<file path="src/rtl/country_road_sensor.sv">
// Country-road vehicle detector: conditions the arrival and stop-line loop
// detectors, keeps a saturating count of queued cars and drives the request
// line x towards the junction controller, closing each request out against
// the controller's country light.
module country_road_sensor #(
  parameter int DEB_CYCLES = 4,
  parameter int QW         = 4,
  parameter int MAX_GREEN  = 16
) (
  input  logic          clk,
  input  logic          reset,
  input  logic          car_arrive,
  input  logic          car_depart,
  input  logic [1:0]    country,
  output logic          x,
  output logic [QW-1:0] queue_cnt,
  output logic          q_ovf,
  output logic          timeout
);

  localparam int DW = $clog2(DEB_CYCLES + 1);
  localparam int TW = $clog2(MAX_GREEN + 1);
  localparam logic [QW-1:0] QMAX = '1;

  typedef enum logic [1:0] {IDLE, REQ, SERVE, RELEASE} state_t;

  // Bit 0 carries the arrival detector, bit 1 the departure detector.
  logic [1:0]    raw;
  logic [1:0]    sync_p0;
  logic [1:0]    sync_p1;
  logic [1:0]    deb_p2;
  logic [1:0]    deb_p3;
  logic [DW-1:0] deb_cnt [2];
  logic          arr_ev;
  logic          dep_ev;

  logic [QW-1:0] q_next;
  logic          ovf_set;

  state_t        state;
  state_t        state_next;
  logic [TW-1:0] timer;
  logic          tmo_next;

  assign raw = {car_depart, car_arrive};

  // Stage p0/p1: two-flop synchroniser for the asynchronous loop detectors.
  always_ff @(posedge clk) begin
    if (reset) begin
      sync_p0 <= '0;
      sync_p1 <= '0;
    end else begin
      sync_p0 <= raw;
      sync_p1 <= sync_p0;
    end
  end

  // Stage p2/p3: debounced level accepts a change only after DEB_CYCLES
  // consecutive samples disagree with it; p3 holds the previous level so a
  // rising edge yields exactly one event per assertion.
  always_ff @(posedge clk) begin
    if (reset) begin
      deb_p2 <= '0;
      deb_p3 <= '0;
      for (int i = 0; i < 2; i++) deb_cnt[i] <= '0;
    end else begin
      deb_p3 <= deb_p2;
      for (int i = 0; i < 2; i++) begin
        if (sync_p1[i] == deb_p2[i]) begin
          deb_cnt[i] <= '0;
        end else if (deb_cnt[i] == DW'(DEB_CYCLES - 1)) begin
          deb_p2[i]  <= sync_p1[i];
          deb_cnt[i] <= '0;
        end else begin
          deb_cnt[i] <= deb_cnt[i] + DW'(1);
        end
      end
    end
  end

  assign arr_ev = deb_p2[0] & ~deb_p3[0];
  assign dep_ev = deb_p2[1] & ~deb_p3[1];

  // Next queue count: simultaneous arrival and departure cancel out, even at
  // the empty or full boundary; an arrival at full is dropped and flagged.
  always_comb begin
    q_next  = queue_cnt;
    ovf_set = 1'b0;
    case ({arr_ev, dep_ev})
      2'b10: begin
        if (queue_cnt == QMAX) ovf_set = 1'b1;
        else                   q_next  = queue_cnt + QW'(1);
      end
      2'b01: begin
        if (queue_cnt != '0) q_next = queue_cnt - QW'(1);
      end
      default: ;
    endcase
  end

  // Queue register; the overflow flag is sticky until the queue drains.
  always_ff @(posedge clk) begin
    if (reset) begin
      queue_cnt <= '0;
      q_ovf     <= 1'b0;
    end else begin
      queue_cnt <= q_next;
      q_ovf     <= (q_next == '0) ? 1'b0 : (q_ovf | ovf_set);
    end
  end

  // Request sequencing: queue-empty exit has priority over a controller
  // override, which has priority over the green-time limit.
  always_comb begin
    state_next = state;
    tmo_next   = 1'b0;
    case (state)
      IDLE:    if (queue_cnt != '0) state_next = REQ;
      REQ:     if (country == 2'b10) state_next = SERVE;
      SERVE: begin
        if (queue_cnt == '0) begin
          state_next = RELEASE;
        end else if (country != 2'b10) begin
          state_next = RELEASE;
        end else if (timer == TW'(MAX_GREEN - 1)) begin
          state_next = RELEASE;
          tmo_next   = 1'b1;
        end
      end
      RELEASE: if (country == 2'b00) state_next = IDLE;
      default: state_next = IDLE;
    endcase
  end

  // State, registered request, timeout pulse and green timer; the timer is
  // held at zero in REQ so it starts fresh on every entry to SERVE.
  always_ff @(posedge clk) begin
    if (reset) begin
      state   <= IDLE;
      x       <= 1'b0;
      timeout <= 1'b0;
      timer   <= '0;
    end else begin
      state   <= state_next;
      x       <= (state_next == REQ) || (state_next == SERVE);
      timeout <= tmo_next;
      if (state == REQ)        timer <= '0;
      else if (state == SERVE) timer <= timer + TW'(1);
    end
  end

endmodule
</file>
<file path="config.mk">
export PLATFORM = sky130hd
export DESIGN_NAME = country_road_sensor
export DESIGN_NICKNAME = d
export VERILOG_FILES = /design/src/rtl/country_road_sensor.sv
export SDC_FILE = /design/constraint.sdc
export NUM_CORES = 1
export LEC_CHECK = 0
export ABC_AREA = 1
export CORE_UTILIZATION = 55
export DETAILED_ROUTE_END_ITERATION = 12
export PLACE_DENSITY_LB_ADDON = 0.1
export SYNTH_ARGS = -nofsm -noshare
export SYNTH_HDL_FRONTEND = slang
export SYNTH_SLANG_ARGS = --single-unit
</file>
<file path="constraint.sdc">
create_clock -name clk -period 2.15 [get_ports clk]
set_input_delay 0.645 -clock clk [delete_from_list [all_inputs] [get_ports clk]]
set_output_delay 0.645 -clock clk [all_outputs]
set_load 0.01 [all_outputs]
</file>
==> impl_results.md <==
- Final hold slack: 0.416 ns
- Final #Nets: 222
- Final Max Tran Viols: 0
- # setup viols final: 0
- Clock Pin Slew Worst Setup and Hold Paths: 0.15 ns
- Grt total ovfl: 0
- Delay-heaviest family, CP: buffers and inverters
- Initial antenna violation count: 0
- Final critical-path share of the clock period: 0.953
- Gp weighted congestion: 0.800
- Status: finished, final reports clean
- Port Buffers: 12
- CTS resizes: 0
- Antenna cells: 0
- Post-Synthesis Cells: 185
- Setup TNS: 0 ns
- Max VDD drop: 0.000597 V
- Setup bufs post-CTS: 0
- Fraction of layout cells with a size suffix above 1: 0.0634
- Starting Density: 0.606
- HP Class: reg2reg
- Worst path slowest cell: clkdlybuf4s50_1
- CP Class: reg2out
- CP bufs+invs: 1
- IO Pins: 13
- Clock buffer depth: 2
- CP Capture Type: primary output
- Pleak: 0.747 nW
- CP startpoint kind: flip-flop
- Num rows: 17
- CP max FO: 7
- Sink Count: 28
- Die boundary width: 52.3 um
- Clock latency on the worst-skew pair: 0.32 ns
- Synth warn: 0
- Mapped Area: 1390 um2
- Initial DRC Count: 28
- Routed WL: 2.38 mm
- Die H: 52.3 um
- 1st-pass router iterations: 4
- Synth unique cells: 23
- Minimum clock period: 2.05 ns
- Power Dens Cells: 649 nW/um2
- Max incr delay on CP: 0.59 ns
- Slew @ Worst Pin: 0.537 ns
- Critical path cell sequence: clkdlybuf4s50_1
- Crit path arrival time: 1.40 ns
- DP HPWL: 1.86 mm
- Register area share after synthesis: 0.446
- DR WL/cell: 10.2 um
- Die ar.: 2740 um2
- CTS root buffer: clkbuf_4
- Via count: 1,175
- Final ANT Viol Nets: 0
- Drt drc: 0
- TritonCTS clock tree: yes
- Htree depth: 1
- Area Overhead vs Synth: 15.8%
- Post-CTS Hold Buffers: 0
- Pin count of the biggest net entering global routing: 17
- Max-capacitance violation count: 0
- Synth Register Bits: 28
- Vias per cell: 5.04
- First-pass GRT wire length: 3.98 mm
- Relative slew slack: 0.638
- Cell Count, Final, Fillers Out: 233
- Tot GR Track Use: 0.196
- Max Clock Skew: 0.00857 ns
- Syn Area/Cell: 7.53 um2
- Vias in the first global route: 1,047
- RSZ-0062 raised after global routing: no
- Total CTS buffers: 3
- Core Region: 2300 um2
- Cells after DPL: 229
- Fmax: 488 MHz
- CP required: 1.50 ns
- Final Hold Fails: 0
-- path summary, 6_finish.rpt --
path / start / end / slack, ns / cells after the start
worst max-delay path: queue_cnt[3]$_SDFF_PP0_ / queue_cnt[3] / 0.10 / 1
worst min-delay path: sync_p0[0]$_SDFF_PP0_ / sync_p1[0]$_SDFF_PP0_ / 0.42 / 2
worst max register to register: deb_p2[0]$_SDFFE_PP0N_ / q_ovf$_SDFF_PP0_ / 0.45 / 12
worst min register to register: sync_p0[0]$_SDFF_PP0_ / sync_p1[0]$_SDFF_PP0_ / 0.42 / 2
-- cells in the final DEF (no fill, tap or decap), types with 3 or more instances in the layout --
| master | count |
|---|---|
| clkbuf_4 | 3 |
| dfxtp_1 | 21 |
| nand3_1 | 15 |
| edfxtp_1 | 6 |
| ha_1 | 10 |
| conb_1 | 6 |
| nand2_2 | 3 |
| clkdlybuf4s50_1 | 12 |
| inv_1 | 35 |
| nand2_1 | 31 |
| o21ai_0 | 5 |
| nor2_1 | 28 |
| o211ai_1 | 3 |
| a21oi_1 | 9 |
-- cells in the mapped netlist (all sizes together) --
library cell | number | area [um2]
nor3 | 2 | 10.0
a21oi | 9 | 45.0
o21ai | 6 | 30.0
nor3b | 1 | 7.51
inv | 37 | 139
o211ai | 3 | 22.5
nand4 | 2 | 12.5
or2 | 1 | 6.26
edfxtp | 6 | 180
ha | 10 | 125
nand2 | 34 | 135
buf | 1 | 11.3
a211oi | 2 | 15.0
nor4 | 2 | 12.5
clkbuf | 1 | 3.75
dfxtp | 22 | 440
conb | 1 | 3.75
nand3 | 15 | 75.1
nor2 | 30 | 118
-- routing by layer --
layer / share of wire / up-vias / global-route usage
met2: 0.50 / 20 / 0.367
met5: 0 / - / 0
met4: 0.0050 / 0 / 0.0482
met3: 0.028 / 2 / 0.0464
met1: 0.47 / 532 / 0.220
li1: - / 621 / -
-- metrics by stage --
stage | utilization | instance area, um2 | worst slack (ns) | total power, mW
detailed placement | 0.679 | 1560 | 0.256 | 0.718
global placement | 0.679 | 1560 | 0.319 | 0.712
finish | 0.702 | 1610 | 0.100 | 1.05
CTS | 0.702 | 1610 | 0.0229 | 1.05
global route | 0.702 | 1610 | 0.0192 | 1.09
floorplan | - | 1410 | 0.676 | 0.677
-- state kept, by name (all words and copies together) (netlist names) --
register,count
timeout,1
q_ovf,1
sync_p1,2
deb_p3,2
timer,5
deb_p2,2
state,2
sync_p0,2
deb_cnt,6
queue_cnt,4
x,1
-- final cells by class --
class / count / area, um2
clock inverters: 1 / 30.0
well taps: 28 / 35.0
fillers: 205 / 684
inverters: 37 / 139
repair buffers: 13 / 128
flip-flops and latches: 28 / 622
multi-input cells: 123 / 637
clock buffers: 3 / 22.5
-- kinds of logic (layout without fill, tap and decap cells) --
| logic type | count (synthesis) | after routing | synth area share |
|---|---|---|---|
| adder cells (fa/ha/maj) | 10 | 10 | 0.0898 |
| AND/OR/NAND/NOR | 87 | 87 | 0.270 |
| AO/OA/AOI/OAI | 20 | 20 | 0.0808 |
| buffers and inverters | 39 | 54 | 0.111 |
| flip-flops | 28 | 28 | 0.446 |
| other | 1 | 6 | 0.00269 |
-- power by group --
group          leakage, nW  internal, mW  switching, mW  total (mW)
Clock               0.0279         0.188          0.149       0.338
Combinational        0.478        0.0531         0.0741       0.127
Sequential           0.241         0.563         0.0183       0.581
Total                0.747         0.805          0.241        1.05
No activity file was read; power rests on OpenSTA's default activity.
